[src/rtl/instruction_fetch_pkg.sv]
// Shared constants for the MIPS32 instruction-fetch stage: widths, next-PC
// select encodings, the bubble word and the fetch FSM states.
package instruction_fetch_pkg;

   localparam int INSTR_WIDTH = 32;
   localparam int ADDR_WIDTH  = 32;

   localparam logic [1:0] PCSRC_PC4 = 2'b00;
   localparam logic [1:0] PCSRC_JR  = 2'b01;
   localparam logic [1:0] PCSRC_BR  = 2'b10;
   localparam logic [1:0] PCSRC_J   = 2'b11;

   localparam logic [INSTR_WIDTH-1:0] INSTR_NOP = '0;

   typedef enum logic [1:0] {
      IF_IDLE  = 2'd0,
      IF_FETCH = 2'd1,
      IF_HOLD  = 2'd2
   } ifState_t;

   // Targets are silently word-aligned; misaligned targets raise no exception.
   function automatic logic [ADDR_WIDTH-1:0] alignWord(input logic [ADDR_WIDTH-1:0] a);
      return a & ~ADDR_WIDTH'(3);
   endfunction

endpackage

[src/rtl/instruction_fetch.sv]
// IF stage: owns the PC, issues req/ack fetches, and holds the IF/ID register
// with delay-slot redirect and BDS tracking, honouring stall and flush.
module instruction_fetch
   import instruction_fetch_pkg::*;
#(
   parameter logic [ADDR_WIDTH-1:0] RESET_VECTOR = 32'h0000_0000
) (
   input  logic                   clock,
   input  logic                   reset,
   input  logic                   IF_Stall,
   input  logic                   IF_Flush,
   input  logic [1:0]             PCSrcSel,
   input  logic                   NextIsDelay,
   input  logic [ADDR_WIDTH-1:0]  JumpRegAddr,
   input  logic [ADDR_WIDTH-1:0]  BranchTarget,
   input  logic [ADDR_WIDTH-1:0]  JumpTarget,
   output logic                   IMem_Req,
   output logic [ADDR_WIDTH-1:0]  IMem_Addr,
   input  logic                   IMem_Ack,
   input  logic [INSTR_WIDTH-1:0] IMem_RData,
   output logic [INSTR_WIDTH-1:0] ID_Instruction,
   output logic [ADDR_WIDTH-1:0]  ID_PCAdd4,
   output logic                   ID_Valid,
   output logic                   ID_IsBDS
);

   ifState_t                state, nextState;
   logic [ADDR_WIDTH-1:0]   pc, pcPlus4, nextPc, selTarget, redirTarget;
   logic                    redirPend, bdsPend;
   logic [INSTR_WIDTH-1:0]  holdInstr;
   logic [ADDR_WIDTH-1:0]   holdPcAdd4;
   logic                    fetchAck, redirCap, bdsNow;
   logic                    loadFetch, loadHold, realLoad, loadBubble, holdCapture;

   assign IMem_Addr = alignWord(pc);

   always_ff @(posedge clock or posedge reset) begin
      if (reset) state <= IF_IDLE;
      else       state <= nextState;
   end

   always_comb begin
      nextState = state;
      IMem_Req  = 1'b0;
      case (state)
         IF_IDLE:  nextState = IF_FETCH;
         IF_FETCH: begin
            IMem_Req = 1'b1;
            if (IMem_Ack && IF_Stall && !IF_Flush) nextState = IF_HOLD;
         end
         IF_HOLD:  if (IF_Flush || !IF_Stall) nextState = IF_FETCH;
         default:  nextState = IF_IDLE;
      endcase
   end

   // The instruction in ID is the branch; the fetch in flight is its delay
   // slot, so the target steers the PC after that fetch completes.
   always_comb begin
      fetchAck = (state == IF_FETCH) && IMem_Ack;
      redirCap = ID_Valid && !IF_Stall && (PCSrcSel != PCSRC_PC4);
      case (PCSrcSel)
         PCSRC_JR: selTarget = alignWord(JumpRegAddr);
         PCSRC_BR: selTarget = alignWord(BranchTarget);
         PCSRC_J:  selTarget = alignWord(JumpTarget);
         default:  selTarget = alignWord(pc);
      endcase
      pcPlus4 = pc + ADDR_WIDTH'(4);
      if (redirCap)       nextPc = selTarget;
      else if (redirPend) nextPc = redirTarget;
      else                nextPc = pcPlus4;
      bdsNow      = bdsPend || (redirCap && NextIsDelay);
      loadFetch   = fetchAck && !IF_Stall && !IF_Flush;
      loadHold    = (state == IF_HOLD) && !IF_Stall && !IF_Flush;
      realLoad    = loadFetch || loadHold;
      loadBubble  = IF_Flush || (!IF_Stall && !realLoad);
      holdCapture = fetchAck && IF_Stall && !IF_Flush;
   end

   always_ff @(posedge clock or posedge reset) begin
      if (reset) begin
         pc          <= RESET_VECTOR;
         redirPend   <= 1'b0;
         redirTarget <= '0;
         bdsPend     <= 1'b0;
      end else begin
         if (fetchAck) begin
            pc        <= nextPc;
            redirPend <= 1'b0;
         end else if (redirCap) begin
            redirPend   <= 1'b1;
            redirTarget <= selTarget;
         end
         if (realLoad)                     bdsPend <= 1'b0;
         else if (redirCap && NextIsDelay) bdsPend <= 1'b1;
      end
   end

   always_ff @(posedge clock or posedge reset) begin
      if (reset) begin
         holdInstr  <= INSTR_NOP;
         holdPcAdd4 <= '0;
      end else if (holdCapture) begin
         holdInstr  <= IMem_RData;
         holdPcAdd4 <= pcPlus4;
      end
   end

   // IF/ID register: flush and wait cycles load a bubble, stall holds it.
   always_ff @(posedge clock or posedge reset) begin
      if (reset) begin
         ID_Instruction <= INSTR_NOP;
         ID_PCAdd4      <= '0;
         ID_Valid       <= 1'b0;
         ID_IsBDS       <= 1'b0;
      end else if (realLoad) begin
         ID_Instruction <= loadFetch ? IMem_RData : holdInstr;
         ID_PCAdd4      <= loadFetch ? pcPlus4 : holdPcAdd4;
         ID_Valid       <= 1'b1;
         ID_IsBDS       <= bdsNow;
      end else if (loadBubble) begin
         ID_Instruction <= INSTR_NOP;
         ID_PCAdd4      <= '0;
         ID_Valid       <= 1'b0;
         ID_IsBDS       <= 1'b0;
      end
   end

endmodule

[config.mk]
export PLATFORM = sky130hd
export DESIGN_NAME = instruction_fetch
export DESIGN_NICKNAME = d
export VERILOG_FILES = /design/src/rtl/instruction_fetch_pkg.sv /design/src/rtl/instruction_fetch.sv
export SDC_FILE = /design/constraint.sdc
export NUM_CORES = 1
export LEC_CHECK = 0
export ABC_CLOCK_PERIOD_IN_PS = 20400
export CAP_MARGIN = 20
export CORE_ASPECT_RATIO = 0.8
export CORE_UTILIZATION = 34
export CTS_CLUSTER_SIZE = 14
export DETAILED_ROUTE_END_ITERATION = 10
export SYNTH_ARGS = -nofsm -noshare
export SYNTH_HDL_FRONTEND = slang
export SYNTH_SLANG_ARGS = --single-unit
export TNS_END_PERCENT = 30
[constraint.sdc]
create_clock -name clock -period 20.4 [get_ports clock]
set_input_delay 4.08 -clock clock [delete_from_list [all_inputs] [get_ports clock]]
set_output_delay 4.08 -clock clock [all_outputs]
set_load 0.01 [all_outputs]
==> reports/results.tsv, run 1 <==
metric	value	unit
layout-drive-gt1-share	10.89	%
layout_min_cycle_time	6609	ps
grt_pass1_vias	7779	
dp_hpwl	19680	µm
yosysWarnings	0	
cts-root-buf	clkbuf_16	
drt_iter0_markers	614	
synth_cell_types	66	
path_clk_slew	70	ps
tritoncts	yes	
yosysTopAreaCell	dfrtp_1	
grt_max_degree	125	
drc	0	
grt_pass1_wl	45820	µm
post_cts_resize_count	0	
grt_use_total	20.46	%
ioPinCount	235	
slew_violations	0	
relSlewSlack	25.86	%
required	20740	ps
antenna_found_initial	0	
cap_violations	0	
start_util	34.97	%
fin_skew	6.301	ps
p_per_area	99.63	nW/µm²
drt_wl_total	28980	µm
crit_type	input pin to flop	
cts_buffers	17	
nNetsFinal	1281	
synth_cells	950	
cts_sinks	191	
port_buffers	226	
areaGrowthSynthToFinish	32.19	%
coreArea	27500	µm²
wl_per_cell	19.05	µm
cts_setup_buffers	0	
grt_setup_unrepaired	false	
rows	54	
start_kind	input pin	
synth-edff-count	0	
setup_viol_count_final	0	
status	completed	
vias	8023	
worst_pin_slew	1112	ps
synth-async-reset-ratio	100.0	%
ir_worst_vdd	64.56	µV
fp.dieW	190.0	µm
synth.area.top_cells	dfrtp_1 (50%), nand2_1 (7.1%), o21ai_0 (6.0%)	
die_h	152.4	µm
gp_congestion	0.8687	
ys.flop_type	dfrtp_1	
p_leak	5.473	nW
gr-total-overflow	0	
ys_seq_area_share	49.70	%
ctsLongestPathBuffers	2	
cp_max_fo	67	
hp-class	flop to flop	
synth_top_area_share	49.70	%
n_antenna_cell	0	
place_worst_setup_slack	13320	ps
die_area	28970	µm²
htreeDepth	4	
syn_area_per_cell	10.12	µm²
hold_buffers	0	
fillers	2640	
fin_crit_sh	32.40	%
endpoint_kind	flop	
hold_viol_final	0	
layout_setup_ws	13790	ps
tns	0	ps
first_pass_iters	5	
arrival	6950	ps
ant_nets	0	
netlist_area	9617	µm²
viasPerCell	5.275	
clock_latency	430	ps
ys_ff_latch	191	
fmax	151.3	MHz
## cells in the final DEF (no fill, tap or decap), types with 13 or more instances in the layout
master	synthesis	routed
clkdlybuf4s50_1	0	225
dfrtp_1	191	191
nand2_1	183	182
o21ai_0	116	116
mux2i_1	51	51
mux2_2	42	42
a21oi_1	38	37
nor2_1	36	35
nand3_1	26	26
a22oi_1	20	20
nor3_1	21	20
clkbuf_16	0	17
buf_4	4	16
xor2_1	14	14
mux4_2	14	14
a2bb2oi_1	14	14
xnor2_1	13	13
## kinds of logic (layout without fill, tap and decap cells)
group	count (synthesis)	in the layout	share of synthesized area (%)
compound gates	238	238	15.26
mux	108	108	13.78
simple gates	308	308	14.78
other cells	1	2	0.03899
flops	191	191	49.70
xor+xnor	27	27	2.459
fa+ha+maj	1	1	0.1301
buf+inv	76	282	3.851
## Yosys cell counts (all sizes together), types with 3 or more instances
| cell | count |
|---|---|
| dfrtp | 191 |
| nand2 | 183 |
| o21ai | 116 |
| mux2i | 51 |
| mux2 | 42 |
| clkbuf | 39 |
| a21oi | 38 |
| nor2 | 36 |
| buf | 29 |
| nand3 | 27 |
| nor3 | 21 |
| a22oi | 20 |
| mux4 | 15 |
| a2bb2oi | 14 |
| xor2 | 14 |
| xnor2 | 13 |
| inv | 8 |
| a22o | 7 |
| nand4 | 7 |
| a211oi | 6 |
| and3 | 6 |
| nor4 | 5 |
| a21o | 4 |
| and2 | 4 |
| and4 | 4 |
| nand2b | 4 |
| o221ai | 4 |
| or3 | 4 |
| a311oi | 3 |
| nor2b | 3 |
| o21a | 3 |
## where the power goes
part / internal, W / switching, W
clock network: 0.000172 / 0.000156
logic: 0.000186 / 0.000184
registers: 0.000474 / 0.0000951
total: 0.000832 / 0.000435
## stage by stage
step	util, %	cells	area [µm²]	hold WS, ps	power (W)
after floorplan	-	951	9620	437.2	0.0007591
after global placement	44.20	1489	12160	449.5	0.0009352
after detailed placement	44.20	1489	12160	457.0	0.0009437
after CTS	46.23	1521	12710	474.2	0.001274
after global routing	46.23	1521	12710	487.4	0.001341
final	46.23	1521	12710	474.5	0.001267
## metal layers
layer / up-vias / part of all wire [%] / global-route usage (%)
li1: 3775 / - / -
met1: 3981 / 47 / 30.40
met2: 245 / 45 / 29.94
met3: 22 / 6.9 / 4.860
met4: 0 / 1.2 / 4.378
met5: - / 0 / 0
## flip-flops by register name, indices dropped and copies added (netlist names), 2 cells and up
register        cells
ID_Instruction     32
ID_PCAdd4          31
holdInstr          32
holdPcAdd4         30
pc                 30
redirTarget        30
state               2
## final cells by class
type,count,area (µm²),share of cell area (%)
multi-input cells,684,4506,35.44
clock buffers,19,442.9,3.484
flip-flops and latches,191,4780,37.60
clock inverters,13,113.9,0.8957
well taps,364,455.4,3.583
repair buffers,242,2377,18.70
inverters,8,37.54,0.2953
## worst paths after layout
| kind | start | end | slack [ps] | cells after the start |
|---|---|---|---|---|
| worst min register to register | redirTarget[17] | redirTarget[17] | 470 | 2 |
| worst max-delay path | IMem_Ack | ID_PCAdd4[28] | 13790 | 7 |
| worst max register to register | state[1] | ID_PCAdd4[28] | 17450 | 6 |
| worst min-delay path | redirTarget[17] | redirTarget[17] | 470 | 2 |
| min in group asynchronous | reset | ID_Instruction[27] | 4240 | 2 |
| max in group asynchronous | reset | pc[23] | 14680 | 3 |
## worst max-delay path, cell delays in order
cell and delay (ps):
clkdlybuf4s50_1 540, nand3b_4 470, buf_4 540, a21boi_1 220, buf_4 280, nand2_1 430, o21ai_0 330
No activity file was read; power rests on OpenSTA's default activity.
==> run 2: changes to the inputs <==
--- a/config.mk
+++ b/config.mk
@@ -5,7 +5,7 @@
 export SDC_FILE = /design/constraint.sdc
 export NUM_CORES = 1
 export LEC_CHECK = 0
-export ABC_CLOCK_PERIOD_IN_PS = 20400
+export ABC_CLOCK_PERIOD_IN_PS = 6710
 export CAP_MARGIN = 20
 export CORE_ASPECT_RATIO = 0.8
 export CORE_UTILIZATION = 34
==> constraint.sdc (replaced) <==
create_clock -name clock -period 6.71 [get_ports clock]
set_input_delay 1.342 -clock clock [delete_from_list [all_inputs] [get_ports clock]]
set_output_delay 1.342 -clock clock [all_outputs]
set_load 0.01 [all_outputs]
==> run 2 against run 1 <==
Against the previous run:
- first-iteration DRC count down 4.9%
- clock-buffer cell count rose by 1
- cell area rose by 0.17%
- via count fell by 0.26%
- critical path depth is 1 lower
- critical path type unchanged
- largest power group unchanged
==> reports/results.tsv, run 2 (synthesized netlist as in run 1, its figures left out) <==
metric	value	unit	change
fin_util	46.31	%	was 46.23%
crit_slowest_cell	nand2_1		was clkdlybuf4s50_1
final_common_cell	clkdlybuf4s50_1		unchanged
viasPerCell	5.261		was 5.275
path_common_cell	nand2_1		was buf_4
port_buffers	226		unchanged
cp_cell_sequence	clkdlybuf4s50_1 -> nand3b_4 -> nand2_1 -> buf_4 -> nand2_1 -> o41ai_1		was clkdlybuf4s50_1 -> nand3b_4 -> buf_4 -> a21boi_1 -> buf_4 -> nand2_1 -> o21ai_0
rows	54		unchanged
tns	0	ps	unchanged
gr-total-overflow	0		unchanged
required	7030	ps	was 20740 ps
fin_skew	10.58	ps	was 6.301 ps
cts_buffers	17		unchanged
ioPinCount	235		unchanged
ir_worst_vdd	185.1	µV	was 64.56 µV
grt_setup_unrepaired	false		unchanged
max_stage_delay	800	ps	was 540 ps
hold_viol_final	0		unchanged
ant_nets	0		unchanged
fp.dieW	190.0	µm	unchanged
htreeDepth	4		unchanged
hold_buffers	0		unchanged
grt_pass1_wl	45640	µm	was 45820 µm
vias	8002		was 8023
p_per_area	303.5	nW/µm²	was 99.63 nW/µm²
die_h	152.4	µm	unchanged
endpoint_kind	flop		unchanged
ctsLongestPathBuffers	2		unchanged
areaGrowthSynthToFinish	32.41	%	was 32.19%
p_leak	5.478	nW	was 5.473 nW
grt_use_total	20.35	%	was 20.46%
hold-worst-slack	471.7	ps	was 474.5 ps
cts_sinks	191		unchanged
wl_per_cell	18.96	µm	was 19.05 µm
drt_iter0_markers	584		was 614
drt_wl_total	28840	µm	was 28980 µm
setup_viol_count_final	0		unchanged
fin_crit_sh	54.57	%	
status	completed		unchanged
r2r_cells	6		unchanged
post_cts_resize_count	0		unchanged
layout_min_cycle_time	3661	ps	
layout_setup_ws	3049	ps	was 13790 ps
drc	0		unchanged
fmax	273.1	MHz	
layout-drive-gt1-share	10.98	%	was 10.89%
cts-root-buf	clkbuf_16		unchanged
tritoncts	yes		unchanged
start_kind	input pin		unchanged
arrival	3980	ps	was 6950 ps
top_regs	ID_Instruction x32, holdInstr x32, ID_PCAdd4 x31		unchanged
grt_pass1_vias	7770		was 7779
slew_violations	0		unchanged
cp_max_fo	58		was 67
antenna_found_initial	0		unchanged
clock_latency	430	ps	about the same
hp-class	flop to flop		unchanged
final_area	12730	µm²	was 12710 µm²
path_clk_slew	70	ps	about the same
placed_cell_area	12160	µm²	unchanged
first_pass_iters	5		unchanged
mostFrequentLayoutCells	clkdlybuf4s50_1 (225), dfrtp_1 (191), nand2_1 (182), o21ai_0 (116), mux2i_1 (51)		unchanged
gp_congestion	0.8679		was 0.8687
cap_violations	0		unchanged
dp_hpwl	19760	µm	was 19680 µm
grt_max_degree	86		was 125
whs_path_depth	2		unchanged
start_util	34.97	%	unchanged
crit_type	input pin to flop		unchanged
n_antenna_cell	0		unchanged
cts_setup_buffers	0		unchanged
worst_pin_slew	1113	ps	was 1112 ps
die_area	28970	µm²	unchanged
coreArea	27500	µm²	unchanged
nNetsFinal	1281		unchanged
relSlewSlack	25.79	%	was 25.86%
place_worst_setup_slack	2590	ps	was 13320 ps
run 2: cell count changes in the layout (fill, tap and decap cells not counted):
cell / previous run / this run
clkbuf_1: 1 / 0
clkinv_4: 3 / 4
clkinvlp_4: 2 / 3
clkinv_2: 5 / 3
clkbuf_8: 1 / 3
inv_6: 2 / 1
run 2: layout make-up:
type | count | area [µm²]
fillers | 2593 | 14770
flip-flops and latches | 191 | 4780
multi-input cells | 684 | 4506
repair buffers | 242 | 2377
clock buffers | 20 | 466.7
well taps | 364 | 455.4
clock inverters | 12 | 111.4
inverters | 8 | 37.54
run 2: critical path: cells and delay by family:
| family | cells | cell delay, ps |
|---|---|---|
| buf+inv | 2 | 910 |
| compound gates | 1 | 60 |
| simple gates | 3 | 1670 |
run 2: power by group:
group,switching [W],internal (W)
registers,0.000303,0.00144
logic,0.000549,0.000562
clock network,0.000465,0.000544
total,0.00132,0.00255
run 2: metrics by stage:
stage	power, W	cells
2_1_floorplan	0.002308	951
4_1_cts	0.003890	1521
3_3_place_gp	0.002841	1489
5_1_grt	0.004084	1521
6_report	0.003865	1521
3_5_place_dp	0.002868	1489
run 2: path summary, 6_finish.rpt:
path,endpoint,slack [ps],start
setup / recovery,redirTarget[3],3050,IMem_Ack
hold / removal,redirTarget[21],470,redirTarget[21]
setup reg to reg,holdPcAdd4[22],3910,pc[2]
hold reg to reg,redirTarget[21],470,redirTarget[21]
max in group asynchronous,ID_Instruction[8],4120,reset
min in group asynchronous,holdInstr[27],1370,reset
run 2: metal layers:
layer	wire length (µm)	part of all wire (%)	vias to the layer above	track usage (%)
met1	13770	48	3957	29.95
met2	12920	45	249	30.81
met3	1928	6.7	20	4.422
met5	0	0	-	0
li1	-	-	3776	-
met4	228	0.79	0	3.571
